[src/rtl/uart_pkg.sv]
// Shared UART definitions: FSM state encoding, frame constants and the parity helper.
// Used by the transmitter and the receiver alike.
package uart_pkg;

    typedef enum logic [2:0] {
        IDLE,
        START,
        DATA,
        PARITY,
        STOP
    } uart_state_e;

    localparam logic START_BIT            = 1'b0;
    localparam logic STOP_BIT             = 1'b1;
    localparam int   DATA_BITS            = 8;
    localparam int   DEFAULT_CLKS_PER_BIT = 40;

    // odd = 0 gives even parity (bit makes the total count of ones even)
    function automatic logic parity_bit(input logic [DATA_BITS-1:0] data, input logic odd);
        return odd ? ~^data : ^data;
    endfunction

endpackage

[src/rtl/uart_baud_gen.sv]
// Baud tick generator: counts 0..CLKS_PER_BIT-1 and raises tick (registered) during the
// terminal-count cycle. clear holds the count at zero.
module uart_baud_gen
    import uart_pkg::*;
#(
    parameter int CLKS_PER_BIT = DEFAULT_CLKS_PER_BIT
) (
    input  logic clk,
    input  logic reset,
    input  logic clear,
    output logic tick
);

    localparam int            CW   = (CLKS_PER_BIT > 1) ? $clog2(CLKS_PER_BIT) : 1;
    localparam logic [CW-1:0] LAST = CW'(CLKS_PER_BIT - 1);

    logic [CW-1:0] count_q, count_d;
    logic          tick_q, tick_d;

    always_comb begin
        if (clear || count_q == LAST) begin
            count_d = '0;
        end else begin
            count_d = count_q + CW'(1);
        end
        // Look ahead one cycle so tick is a flop aligned with count_q == LAST
        tick_d = (count_d == LAST);
    end

    always_ff @(posedge clk) begin
        if (reset) begin
            count_q <= '0;
            tick_q  <= 1'b0;
        end else begin
            count_q <= count_d;
            tick_q  <= tick_d;
        end
    end

    assign tick = tick_q;

endmodule

[src/rtl/uart_transmitter.sv]
// UART transmitter: start bit, 8 data bits LSB first, optional parity, stop bit.
// Define UART_TX_PARITY_EN to include the parity bit (11-bit frames); otherwise 10-bit frames.
module uart_transmitter
    import uart_pkg::*;
#(
    parameter int CLKS_PER_BIT = DEFAULT_CLKS_PER_BIT,
    parameter int DATA_BITS    = 8
) (
    input  logic                 clk,
    input  logic                 reset,
    input  logic [DATA_BITS-1:0] data_in,
    input  logic                 load,
    input  logic                 parity_odd,
    output logic                 tx,
    output logic                 busy,
    output logic                 done
);

    localparam int            BW       = $clog2(DATA_BITS);
    localparam logic [BW-1:0] LAST_BIT = BW'(DATA_BITS - 1);

    uart_state_e          state_q, state_d;
    logic [DATA_BITS-1:0] shift_q, shift_d;
    logic [BW-1:0]        bit_cnt_q, bit_cnt_d;
    logic                 parity_q, parity_d;
    logic                 tx_q, tx_d;
    logic                 busy_q, busy_d;
    logic                 tick;
    logic                 accept;
    logic                 baud_clear;

`ifndef UART_TX_PARITY_EN
    logic unused_parity_odd;
    assign unused_parity_odd = parity_odd;
`endif

    // The done cycle also accepts, so back-to-back frames have no idle gap
    assign done       = (state_q == STOP) && tick;
    assign accept     = load && (!busy_q || done);
    assign baud_clear = (state_q == IDLE) || accept;

    uart_baud_gen #(
        .CLKS_PER_BIT(CLKS_PER_BIT)
    ) u_baud (
        .clk  (clk),
        .reset(reset),
        .clear(baud_clear),
        .tick (tick)
    );

    always_comb begin
        state_d   = state_q;
        shift_d   = shift_q;
        bit_cnt_d = bit_cnt_q;
        parity_d  = parity_q;
        busy_d    = busy_q;

        if (accept) begin
            state_d   = START;
            shift_d   = data_in;
            bit_cnt_d = '0;
            busy_d    = 1'b1;
`ifdef UART_TX_PARITY_EN
            parity_d  = parity_bit(data_in, parity_odd);
`else
            parity_d  = 1'b0;
`endif
        end else if (tick) begin
            case (state_q)
                START: state_d = DATA;
                DATA: begin
                    shift_d = shift_q >> 1;
                    if (bit_cnt_q == LAST_BIT) begin
                        bit_cnt_d = '0;
`ifdef UART_TX_PARITY_EN
                        state_d   = PARITY;
`else
                        state_d   = STOP;
`endif
                    end else begin
                        bit_cnt_d = bit_cnt_q + BW'(1);
                    end
                end
                PARITY: state_d = STOP;
                STOP: begin
                    state_d = IDLE;
                    busy_d  = 1'b0;
                end
                default: state_d = IDLE;
            endcase
        end

        // tx is decoded from the next state so the line itself comes straight off a flop
        case (state_d)
            START:   tx_d = START_BIT;
            DATA:    tx_d = shift_d[0];
            PARITY:  tx_d = parity_d;
            default: tx_d = STOP_BIT;
        endcase
    end

    always_ff @(posedge clk) begin
        if (reset) begin
            state_q   <= IDLE;
            shift_q   <= '0;
            bit_cnt_q <= '0;
            parity_q  <= 1'b0;
            tx_q      <= 1'b1;
            busy_q    <= 1'b0;
        end else begin
            state_q   <= state_d;
            shift_q   <= shift_d;
            bit_cnt_q <= bit_cnt_d;
            parity_q  <= parity_d;
            tx_q      <= tx_d;
            busy_q    <= busy_d;
        end
    end

    assign tx   = tx_q;
    assign busy = busy_q;

endmodule

[config.mk]
export PLATFORM = sky130hd
export DESIGN_NAME = uart_transmitter
export DESIGN_NICKNAME = d
export VERILOG_FILES = /design/src/rtl/uart_pkg.sv /design/src/rtl/uart_baud_gen.sv /design/src/rtl/uart_transmitter.sv
export SDC_FILE = /design/constraint.sdc
export NUM_CORES = 1
export LEC_CHECK = 0
export CORE_MARGIN = 8
export CORE_UTILIZATION = 45
export DETAILED_ROUTE_END_ITERATION = 10
export DONT_BUFFER_PORTS = 1
export PLACE_DENSITY = 0.63
export SLEW_MARGIN = 10
export SYNTH_ARGS = -nofsm -noshare
export SYNTH_HDL_FRONTEND = slang
export SYNTH_HIERARCHICAL = 1
export SYNTH_SLANG_ARGS = --single-unit
[constraint.sdc]
create_clock -name clk -period 1.9 [get_ports clk]
set_input_delay 0.095 -clock clk [delete_from_list [all_inputs] [get_ports clk]]
set_output_delay 0.095 -clock clk [all_outputs]
set_load 0.005 [all_outputs]
; Word-level counts from Yosys, hierarchy flattened
; Cells that the tools add are included.
[totals]
reg_bits = 24
inputBits = 12
output_inout_bits = 3
wordCells = 49
[op_classes]
n_addsub = 2
eq_ne = 10
muxes = 14
reduce_logical = 14
[op_table]
columns = op, count
row1 = 8-bit 2-to-1 mux, 3
row2 = 3-bit by 2-bit == test with 1-bit output (second input constant), 4
row3 = 6-bit == test (second input constant), 2
row4 = 3-bit 2-to-1 mux, 4
row5 = 3-bit one-hot mux with 3 select lines, 1
row6 = 6-bit by 1-bit adder with 6-bit output (second input constant), 1
row7 = 3-bit by 1-bit == test with 1-bit output (second input constant), 2
row8 = 3-bit == test (second input constant), 2
row9 = 6-bit 2-to-1 mux, 1
row10 = 2-bit AND reduction, 3
row11 = 2-bit nonzero test, 3
row12 = 1-bit 2-to-1 mux, 4
row13 = 3-bit by 1-bit adder with 3-bit output (second input constant), 1
row14 = 3-bit logical NOT, 1
row15 = 1-bit logical OR, 3
row16 = 1-bit one-hot mux with 3 select lines, 1
row17 = 1-bit logical AND, 2
row18 = 2-bit OR reduction, 1
row19 = 1-bit logical NOT, 1

; Longest topological paths before layout
; Gate-level depths: netlist of the first run.
[logic_depth]
depth_word = 8
mapped_depth = 8
ltp_nobuf = 6

; By module
; The synthesis of the first run kept the hierarchy.
[by_module_without_submodules]
columns = mod, n_inst, cells_per_inst, area_each_um2
row1 = uart_transmitter, 1, 103, 853.3
row2 = uart_baud_gen, 1, 29, 294.0

; Worst setup path before layout of the first run
; Ideal clock, no wire load.
[synth_path]
path_kind = register to register
start = register state_q[1]
end = register u_baud.tick_q (netlist: u_baud/tick)
t_arrival_ps = 1519
required_ps = 1813
slack_ps = 294
path_stages_with_launch = 8
n_path_buf = 2
synth_period_minus_slack_ps = 1606
cell_sequence = dfxtp_1 > buf_4 > and4bb_2 > o21ai_2 > buf_2 > o31ai_1 > nor3_2 > nor4b_2
[synth_between]
elab_chain_cells = 8
elab_cells_between_ends = 9
cone_classes = 2 x eq/ne / 1 x mux / 6 x reduce/logical
[synth_lines]
columns = item, line
row1 = start: declaration, uart_transmitter.sv:22  ; uart_state_e state_q, state_d;
row2 = start signal: assignment, uart_transmitter.sv:111  ; state_q <= state_d;
row3 = 3-bit == test, uart_transmitter.sv:38  ; assign done = (state_q == STOP) && tick;
row4 = 1-bit logical AND, uart_transmitter.sv:38
row5 = via done, uart_transmitter.sv:16  ; output logic done
row6 = 1-bit logical OR, uart_transmitter.sv:39  ; assign accept = load && (!busy_q || done);
row7 = 1-bit logical AND, uart_transmitter.sv:39
row8 = 1-bit logical OR, uart_transmitter.sv:40  ; assign baud_clear = (state_q == IDLE) || accept;
row9 = via baud_clear, uart_transmitter.sv:30  ; logic baud_clear;
row10 = 1-bit logical OR, uart_baud_gen.sv:21  ; if (clear || count_q == LAST) begin
row11 = 6-bit 2-to-1 mux, uart_baud_gen.sv:21
row12 = 6-bit == test, uart_baud_gen.sv:27  ; tick_d = (count_d == LAST);
row13 = end signal: assignment, uart_baud_gen.sv:36  ; tick_q <= tick_d;
row14 = end: declaration, uart_baud_gen.sv:18  ; logic tick_q, tick_d;
; The timed path passes the listed nets, and every way through them passes these cells.
; A chain may end at the register's enable or synchronous reset.

; Final worst setup path of the first run
[layout_path]
start = register state_q[2]
end = register state_q[0]
[layout_between]
elab_chain_cells = 5
elab_cells_between_ends = 10
cone_classes = 4 x eq/ne / 3 x mux / 3 x reduce/logical
[layout_lines]
columns = item, line
row1 = 3-bit == test, uart_transmitter.sv:38
row2 = 1-bit logical AND, uart_transmitter.sv:38
row3 = via done, uart_transmitter.sv:16
row4 = 1-bit logical OR, uart_transmitter.sv:39
row5 = 1-bit logical AND, uart_transmitter.sv:39
row6 = 3-bit 2-to-1 mux, uart_transmitter.sv:58  ; if (accept) begin
; The timed path passes the listed nets, and every way through them passes these cells.

==> impl_metrics.csv, run 1 <==
group,metric,value,unit
cts,tritoncts.num_buffers,3,
synth,yosys_register_bits,24,
synth,top_post_synthesis_cells_by_area,"dfxtp_1 42%, nand2_1 7.9%, a311oi_1 5.3%",
drt,routed_wirelength,2271,um
placed_design,placedCellCount,158,
synth,synth-seq-area-share,0.4188,
floorplanning,die-height,66.50,um
drt,drc,0,
synth,synth_async_sr_flop_share,0,
drt,viasPerCell,5.480,
power,total_power,0.0009920,W
drt,drt.antenna.violating_nets,0,
sta,fin_skew,0.009330,ns
cts,post_cts_hold_buffer_count,11,
synth,synth_flop_cell,"dfxtp_1",
placed_design,post_dp_cell_area,1159,um^2
synth,synthCells,132,
synth,yosys_synthesis_warning_count,6,
cells_and_area,final_area,1321,um^2
drt,drt_pass1_iterations,4,
cells_and_area,synthToLayoutAreaGrowth,15.16,%
critical_path,timing.setup.critical_path_class,"flip-flop to flip-flop",
sta,grt_setup_unrepaired,"no",
critical_path,worstSetupEndpointType,"flip-flop",
cts,cts.htree.levels,1,
synth,syn_area_cell,8.692,um^2
placed_design,portBuffers,0,
global_routing,grt_overflow_total,0,
placed_design,hpwlAfterDp,1598,um
synth,synth-edff-count,0,
cts,cts_setup_buffers,0,
sta,max_slew_margin,0.6318,
sta,setup-tns-final,0,ns
floorplanning,design.portCount,15,
cells_and_area,layout.nets,159,
global_routing,antenna_found_initial,0,
drt,wl_per_cell,13.13,um
floorplanning,core_region_area,2455,um^2
critical_path,crit_path_max_incr_delay,0.58,ns
flow_run,maxCapViolations,0,
critical_path,critical_path.slowest_cell,"dlygate4sd3_1",
sta,finalSetupViolations,0,
global_routing,grt_first_pass_wirelength,4043,um
synth,netlist.top_cell.by_area,"dfxtp_1",
synth,synth_top_cell_area_share,0.4188,
sta,worst-slew-pin-transition,0.5492,ns
placed_design,globalplace.congestion,0.7892,
outcome,run_status,"finished clean",
cts,clk_root_buffer_cell,"clkbuf_4",
cells_and_area,final_cells,173,
cells_and_area,most-common-layout-cells,"24 x nand2_1, 24 x dfxtp_1, 16 x nor2_1",
cts,worst_skew_pair.late_latency,0.32,ns
power,leakage_power_figure,0.4662,nW
critical_path,path_max_fanout,8,
global_routing,grt_usage,0.1129,
cts,cts_buffer_depth,2,
sta,final-hold-violation-count,0,
cts,cts_sinks,24,
critical_path,cp_cell_sequence,"and4bb_2 > o21ai_2 > a21oi_1 > dlygate4sd3_1",
synth,total_standard_cell_area_after_synthesis,1147,um^2
synth,syn_nets,147,
sta,fmax,0.5876,GHz
cts,path_clk_slew,0.14,ns
critical_path,critPathLaunchType,"flip-flop",
floorplanning,initial_utilization,0.4674,
floorplanning,row_count,18,
cells_and_area,share_of_final_layout_standard_cells_stronger_than_drive_strength_1,0.1329,
cells_and_area,insertedDiodeCount,0,
sta,period_share,0.8957,
cts,tritoncts,"done",
global_routing,largest_net_degree_at_the_start_of_global_routing,17,
sta,min_period,1.702,ns
drt,drt_iter0_drc,43,
critical_path,worst_ep_arrival_time,1.93,ns
synth,post_synth_num_cell_types,37,
global_routing,grt_pass1_vias,942,
cts,postCtsResizedCells,0,
floorplanning,floorplan.die.width,66.50,um
drt,via_count,948,
floorplanning,die-area,4422,um^2
sta,timing.final.max_slew_violations,0,
worst_hold_path,timing.hold.worst.class,"input port to flip-flop",
power,powerDensity,750.8,nW/um^2
power,power.ir.vdd_worst,542.9,uV
critical_path,worst-endpoint-required,2.12,ns
-- sequential cells by signal (all words and copies together), names as in the netlist --
name,flops
shift_q,8
u_baud/count_q,6
bit_cnt_q,3
state_q,3
busy,1
parity_q,1
tx,1
u_baud/tick,1
-- power breakdown --
group           total, W  switching (W)  internal [W]
clock           0.000369       0.000156      0.000213
combinational  0.0000881      0.0000439     0.0000442
sequential      0.000535      0.0000124      0.000522
total           0.000992       0.000212      0.000780
-- layout make-up --
class	instances	area (um^2)
Clock buffer	3	22.52
Clock inverter	1	30.03
Fill cell	231	1134
Inverter	5	18.77
Multi-Input combinational cell	96	599.3
Sequential cell	24	480.5
Tap cell	30	37.54
Timing Repair Buffer	14	132.6
-- kinds of logic after synthesis --
kind of cell,Yosys count,synth area share
adder cells (fa/ha/maj),3,0.03272
AO/OA/AOI/OAI,31,0.2039
flip-flops,24,0.4188
AND/OR/NAND/NOR,59,0.2628
buffers and inverters,12,0.05887
XOR/XNOR,3,0.02290
-- final timing paths --
path | start | end | slack [ns] | cells past startpoint
worst max-delay path | state_q[2]$_SDFF_PP0_ | state_q[0]$_SDFF_PP0_ | 0.20 | 4
worst min-delay path | load | tx$_SDFF_PP1_ | 0.05 | 2
worst max register to register | state_q[2]$_SDFF_PP0_ | state_q[0]$_SDFF_PP0_ | 0.20 | 4
worst min register to register | parity_q$_SDFF_PP0_ | parity_q$_SDFF_PP0_ | 0.43 | 2
-- worst max-delay path, delay by kind of cell, from the launching register on --
family	cells	cell delay, ns
flip-flops	1	0.41
AND/OR/NAND/NOR	1	0.30
buffers and inverters	1	0.58
AO/OA/AOI/OAI	2	0.30
-- synthesized netlist by cell type, types with 2 or more instances --
| master | instances |
|---|---|
| nand2b_1 | 2 |
| buf_2 | 3 |
| a21o_1 | 2 |
| o31ai_1 | 2 |
| o22ai_1 | 3 |
| a21oi_1 | 8 |
| ha_1 | 3 |
| buf_6 | 2 |
| inv_1 | 4 |
| nor3_2 | 2 |
| dfxtp_1 | 24 |
| nand2_1 | 24 |
| nand3_1 | 4 |
| xor2_1 | 2 |
| nor2_1 | 16 |
| nor3_1 | 3 |
| or3_1 | 2 |
| a311oi_1 | 7 |
-- layer usage --
metal	routed length (um)	global-route usage	up-vias
li1	-	-	488
met1	992	0.1201	442
met2	1131	0.1978	16
met3	138	0.04698	2
met4	8	0.03467	0
met5	0	0	-
-- per-stage QoR --
step,hold slack [ns],setup slack [ns],utilization
5_1_grt,0.05229,0.1197,0.5382
3_3_place_gp,0.1673,0.3210,0.4720
6_report,0.05101,0.1982,0.5382
2_1_floorplan,0.1699,0.2939,-
4_1_cts,0.05419,0.2138,0.5382
3_5_place_dp,0.1690,0.2912,0.4720
Note: power is estimated with default switching activity, not from simulation.
==> inputs of run 2 (changes only) <==
- SYNTH_HIERARCHICAL: 1 -> default
==> impl_metrics.csv, run 2 <==
group,metric,value,unit
synth,synth_async_sr_flop_share,0,
critical_path,path_max_fanout,4,
drt,wl_per_cell,13.00,um
power,internal_power,0.0006833,W
cts,post_cts_hold_buffer_count,8,
global_routing,grt_first_pass_wirelength,3822,um
power,leakage_power_figure,0.4642,nW
cts,tritoncts,"done",
floorplanning,floorplan.die.width,66.52,um
cts,clk_root_buffer_cell,"clkbuf_4",
drt,route.met2.wl,1054,um
placed_design,post_dp_cell_area,1169,um^2
placed_design,hpwlAfterDp,1543,um
synth,synth_top_cell_area_share,0.4183,
synth,netlist.top_cell.by_area,"dfxtp_1",
cells_and_area,mostFrequentLayoutCell,"dfxtp_1",
power,powerDensity,688.2,nW/um^2
drt,drt_pass1_iterations,4,
critical_path,worstSetupEndpointType,"flip-flop",
drt,drc,0,
critical_path,critical_path.slowest_cell,"dfxtp_1",
cts,postCtsResizedCells,0,
cts,cts_buffer_depth,2,
critical_path,worst-path-buf-inv,0,
cts,tritoncts.num_buffers,3,
sta,setup_ws,0.2692,ns
power,p_seq_frac,0.601,
flow_run,maxCapViolations,0,
critical_path,timing.setup.critical_path_class,"flip-flop to flip-flop",
power,switchingPower,0.0002011,W
drt,drt.antenna.violating_nets,0,
drt,routed_wirelength,2106,um
synth,yosys_synthesis_warning_count,0,
drt,drt_iter0_drc,21,
sta,fin_skew,0.004257,ns
worst_hold_path,timing.hold.worst.class,"input port to flip-flop",
sta,min_period,1.631,ns
sta,worst-slew-pin-transition,0.5995,ns
synth,top_post_synthesis_cells_by_area,"dfxtp_1 42%, a311oi_2 7.8%, nand2_1 6.5%",
synth,post_synth_num_cell_types,40,
floorplanning,initial_utilization,0.4679,
critical_path,critPathLaunchType,"flip-flop",
global_routing,grt_pass1_vias,869,
critical_path,crit_path_max_incr_delay,0.34,ns
global_routing,grt_usage,0.1065,
cells_and_area,reg.largest.list,"shift_q: 8 flops, u_baud.count_q: 6 flops",
synth,yosys_register_bits,24,
global_routing,largest_net_degree_at_the_start_of_global_routing,14,
cells_and_area,insertedDiodeCount,0,
synth,synth-edff-count,0,
critical_path,path_delay_family,"compound AO/OA/AOI/OAI gates",
critical_path,cp_cell_sequence,"ha_1 > ha_1 > o31ai_1 > a21o_1 > nand2_1 > a221o_1",
placed_design,portBuffers,0,
power,swShare,0.2274,
cts,cts_sinks,24,
placed_design,globalplace.congestion,0.7620,
cts,cts_setup_buffers,0,
sta,timing.final.max_slew_violations,0,
cells_and_area,top_reg_by_flops,"shift_q",
floorplanning,row_count,18,
cells_and_area,share_of_final_layout_standard_cells_stronger_than_drive_strength_1,0.1970,
cells_and_area,most-common-layout-cells,"24 x dfxtp_1, 20 x nand2_1, 19 x nor2_1",
floorplanning,core_region_area,2455,um^2
sta,setup-tns-final,0,ns
cells_and_area,final_area,1285,um^2
synth,synthCells,121,
global_routing,grt_overflow_total,0,
sta,finalSetupViolations,0,
outcome,run_status,"finished clean",
synth,yosys.cell_count.top_type,"dfxtp_1",
cells_and_area,flip_flop_count_of_the_largest_register_all_copies_and_words_added,8,
drt,route.met3.wl,110,um
critical_path,critical-path-top-cell-by-count,"ha_1",
synth,ys_top_cells_by_count,"24 x dfxtp_1, 20 x nand2_1, 19 x nor2_1",
global_routing,antenna_found_initial,0,
synth,synth-seq-area-share,0.4183,
power,power.ir.vdd_worst,502.1,uV
drt,via_count,854,
critical_path,worst_ep_arrival_time,1.84,ns
critical_path,worst-endpoint-required,2.11,ns
cells_and_area,synthToLayoutAreaGrowth,11.87,%
cts,path_clk_slew,0.13,ns
drt,m1WireLength,927,um
synth,syn_area_cell,9.493,um^2
sta,final-hold-violation-count,0,
sta,period_share,0.8583,
floorplanning,die-area,4425,um^2
sta,max_slew_margin,0.5990,
drt,route.top_layer_used,"met4",
cts,cts.htree.levels,1,
floorplanning,design.portCount,15,
sta,grt_setup_unrepaired,"no",
placed_design,dp_slack,0.2718,ns
synth,syn_nets,136,
cells_and_area,utilization,0.5234,
synth,synth_flop_cell,"dfxtp_1",
cells_and_area,layout.nets,148,
cts,worst_skew_pair.late_latency,0.30,ns
synth,total_standard_cell_area_after_synthesis,1149,um^2
sta,fmax,0.6132,GHz
power,power_frac_comb,0.102,
floorplanning,die-height,66.52,um
drt,viasPerCell,5.272,
power,fraction_of_power_consumed_by_the_clock_network,0.297,
[run 2: final timing paths]
| kind | start | end | slack, ns | cells past startpoint |
|---|---|---|---|---|
| worst max-delay path | bit_cnt_q[0]$_SDFFE_PP0P_ | tx$_SDFF_PP1_ | 0.27 | 6 |
| worst max register to register | bit_cnt_q[0]$_SDFFE_PP0P_ | tx$_SDFF_PP1_ | 0.27 | 6 |
| worst min register to register | parity_q$_SDFF_PP0_ | parity_q$_SDFF_PP0_ | 0.44 | 2 |
| worst min-delay path | data_in[2] | shift_q[2]$_SDFFE_PP0P_ | 0.01 | 2 |
[run 2: through the flow]
step	hold slack [ns]	total power, W	std cells
after detailed placement	0.1652	0.0006150	150
after global placement	0.1653	0.0006123	150
final	0.01317	0.0008844	162
after CTS	0.01391	0.0008969	162
after global routing	0.002896	0.0009304	162
after floorplan	0.1998	0.0006138	121
[run 2: cells by family (layout without fill, tap and decap cells)]
| logic type | Yosys count | after routing | synth area share |
|---|---|---|---|
| flops | 24 | 24 | 0.4183 |
| compound gates | 19 | 19 | 0.1667 |
| xor+xnor | 4 | 4 | 0.03051 |
| fa+ha+maj | 3 | 3 | 0.03268 |
| mux | 2 | 2 | 0.01743 |
| buf+inv | 11 | 22 | 0.06426 |
| simple gates | 58 | 58 | 0.2702 |
[run 2: metal layers]
metal  vias to the layer above  track usage
met5                         -            0
met4                         0      0.02400
met3                         2      0.03020
met2                        20       0.1821
met1                       395       0.1282
li1                        437            -
[run 2: power by group through the flow]
stage / Sequential [W] / Clock, W / Combinational [W]
4_1_cts: 0.000532 / 0.000274 / 0.0000912
5_1_grt: 0.000534 / 0.000297 / 0.0000998
6_report: 0.000531 / 0.000263 / 0.0000903
2_1_floorplan: 0.000541 / 0 / 0.0000731
3_5_place_dp: 0.000543 / 0 / 0.0000723
3_3_place_gp: 0.000542 / 0 / 0.0000698
[run 2: final cells by class]
class	instances	area, um^2
clock buffer	4	36.28
fill	228	1170
inverter	5	18.77
multi-input combinational	86	594.3
sequential	24	480.5
tap	30	37.54
timing repair buffer	13	117.6
==> inputs of run 3 (changes only) <==
- CORE_ASPECT_RATIO: default -> 1.2
- SETUP_SLACK_MARGIN: default -> 0.4
==> impl_metrics.csv, run 3 (synthesized netlist as in run 2, its figures left out) <==
group,metric,value,unit
global_routing,grt_usage,0.1057,
global_routing,largest_net_degree_at_the_start_of_global_routing,18,
outcome,violations,"hold timing",
sta,timing.final.max_slew_violations,0,
drt,drt_pass1_iterations,4,
cells_and_area,flip_flop_count_of_the_largest_register_all_copies_and_words_added,8,
cells_and_area,share_of_final_layout_standard_cells_stronger_than_drive_strength_1,0.2778,
power,leakage_power_figure,0.4379,nW
cts,path_clk_slew,0.13,ns
cells_and_area,utilization,0.5207,
cells_and_area,insertedDiodeCount,0,
floorplanning,floorplan.die.width,62.12,um
sta,finalSetupViolations,0,
sta,final-hold-violation-count,16,
floorplanning,core_region_area,2477,um^2
sta,min_period,1.501,ns
sta,worst-slew-pin-transition,0.2332,ns
critical_path,timing.setup.critical_path_class,"flip-flop to flip-flop",
drt,drt_iter0_drc,17,
cts,cts_buffer_depth,2,
power,powerDensity,646.6,nW/um^2
placed_design,portBuffers,0,
drt,drc,0,
cells_and_area,final_area,1290,um^2
placed_design,dp_slack,0.2756,ns
cells_and_area,layout.nets,143,
cells_and_area,synthToLayoutAreaGrowth,12.31,%
sta,fmax,0.6661,GHz
sta,max_slew_margin,0.8401,
cells_and_area,num-fill-cells,229,
sta,setup_ws,0.3986,ns
cts,cts.htree.levels,1,
placed_design,hpwlAfterDp,1475,um
critical_path,worst_ep_arrival_time,1.72,ns
sta,period_share,0.7902,
drt,drt.antenna.violating_nets,0,
cts,clk_root_buffer_cell,"clkbuf_4",
worst_hold_path,timing.hold.worst.class,"input port to flip-flop",
placed_design,globalplace.congestion,0.7432,
floorplanning,design.portCount,15,
floorplanning,die-height,71.35,um
cts,cts_sinks,24,
floorplanning,row_count,20,
critical_path,path_max_fanout,3,
critical_path,worst-endpoint-required,2.12,ns
global_routing,grt_overflow_total,0,
cts,tritoncts.num_buffers,3,
critical_path,worstSetupEndpointType,"flip-flop",
global_routing,grt_first_pass_wirelength,3829,um
sta,setup-tns-final,0,ns
flow_run,maxCapViolations,0,
cts,tritoncts,"done",
floorplanning,die-area,4432,um^2
outcome,run_status,"finished with violations",
cts,post_cts_hold_buffer_count,1,
drt,routed_wirelength,2118,um
drt,via_count,872,
sta,fin_skew,0.003783,ns
global_routing,antenna_found_initial,0,
drt,viasPerCell,5.484,
sta,grt_setup_unrepaired,"yes",
cells_and_area,reg.largest.list,"shift_q: 8 flops, u_baud.count_q: 6 flops",
sta,hold_ws,-0.1776,ns
cells_and_area,mostFrequentLayoutCell,"nand2_1",
drt,wl_per_cell,13.32,um
cts,worst_skew_pair.late_latency,0.32,ns
floorplanning,initial_utilization,0.4636,
global_routing,grt_pass1_vias,905,
critical_path,critPathLaunchType,"flip-flop",
cells_and_area,most-common-layout-cells,"20 x nand2_1, 19 x nor2_1, 19 x dfxtp_1",
cells_and_area,top_reg_by_flops,"shift_q",
placed_design,post_dp_cell_area,1170,um^2
power,power.ir.vdd_worst,367.8,uV
run 3: changes by cell type in the layout (fill, tap and decap cells not counted), moves of 2 or more:
cell and delta:
dlygate4sd3_1 -7, dfxtp_1 -5, dfxtp_2 +3, dfxtp_4 +2
ha_1 -2, ha_4 +2
run 3: cell type report:
type / instances / area, um^2 / share of cell area
Timing Repair Buffer: 8 / 75.07 / 0.05820
Sequential cell: 24 / 491.7 / 0.3812
Tap cell: 33 / 41.29 / 0.03201
Clock buffer: 3 / 22.52 / 0.01746
Multi-Input combinational cell: 86 / 640.6 / 0.4966
Inverter: 5 / 18.77 / 0.01455
run 3: path summary, 6_finish.rpt:
path | startpoint | endpoint | slack [ns] | cells after the start
worst max-delay path | bit_cnt_q[0]$_SDFFE_PP0P_ | tx$_SDFF_PP1_ | 0.40 | 6
worst min-delay path | reset | shift_q[0]$_SDFF_PP0_ | -0.18 | 1
worst max register to register | bit_cnt_q[0]$_SDFFE_PP0P_ | tx$_SDFF_PP1_ | 0.40 | 6
worst min register to register | parity_q$_SDFF_PP0_ | parity_q$_SDFF_PP0_ | 0.44 | 2
run 3: power breakdown:
group | switching [W] | leakage [nW] | internal [W]
combinational | 0.0000403 | 0.225 | 0.0000390
sequential | 0.00000940 | 0.199 | 0.000519
clock | 0.000152 | 0.0138 | 0.0000744
run 3: per-layer routing:
| layer | wire length [um] | global-route usage | up-vias |
|---|---|---|---|
| met5 | 0 | 0 | - |
| li1 | - | - | 430 |
| met4 | 56 | 0.07532 | 0 |
| met3 | 94 | 0.03120 | 5 |
| met1 | 909 | 0.09827 | 420 |
| met2 | 1057 | 0.1935 | 17 |
run 3: stage by stage:
step | power, W | instances | hold slack [ns]
5_1_grt | 0.0008728 | 159 | -0.2027
3_5_place_dp | 0.0006171 | 151 | 0.1651
6_report | 0.0008341 | 159 | -0.1776
2_1_floorplan | 0.0006138 | 121 | 0.1998
4_1_cts | 0.0008417 | 157 | -0.1857
3_3_place_gp | 0.0006148 | 151 | 0.1643
run 3: what timing repair did:
| action | CTS | global route |
|---|---|---|
| resized for setup | 7 | 7 |
| endpoints found under the hold margin | 16 | 14 |
| buffers inserted | 2 | 2 |
| gates cloned | 0 | 0 |
| setup endpoints to repair | 9 | 9 |
| pin swaps | 4 | 2 |
run 3: worst max-delay path, stage by stage (launching register included):
cell and delay [ns]:
dfxtp_2 0.36, ha_4 0.16, ha_4 0.17, o31ai_4 0.20, a21o_1 0.15, nand2_1 0.06
a221o_1 0.31
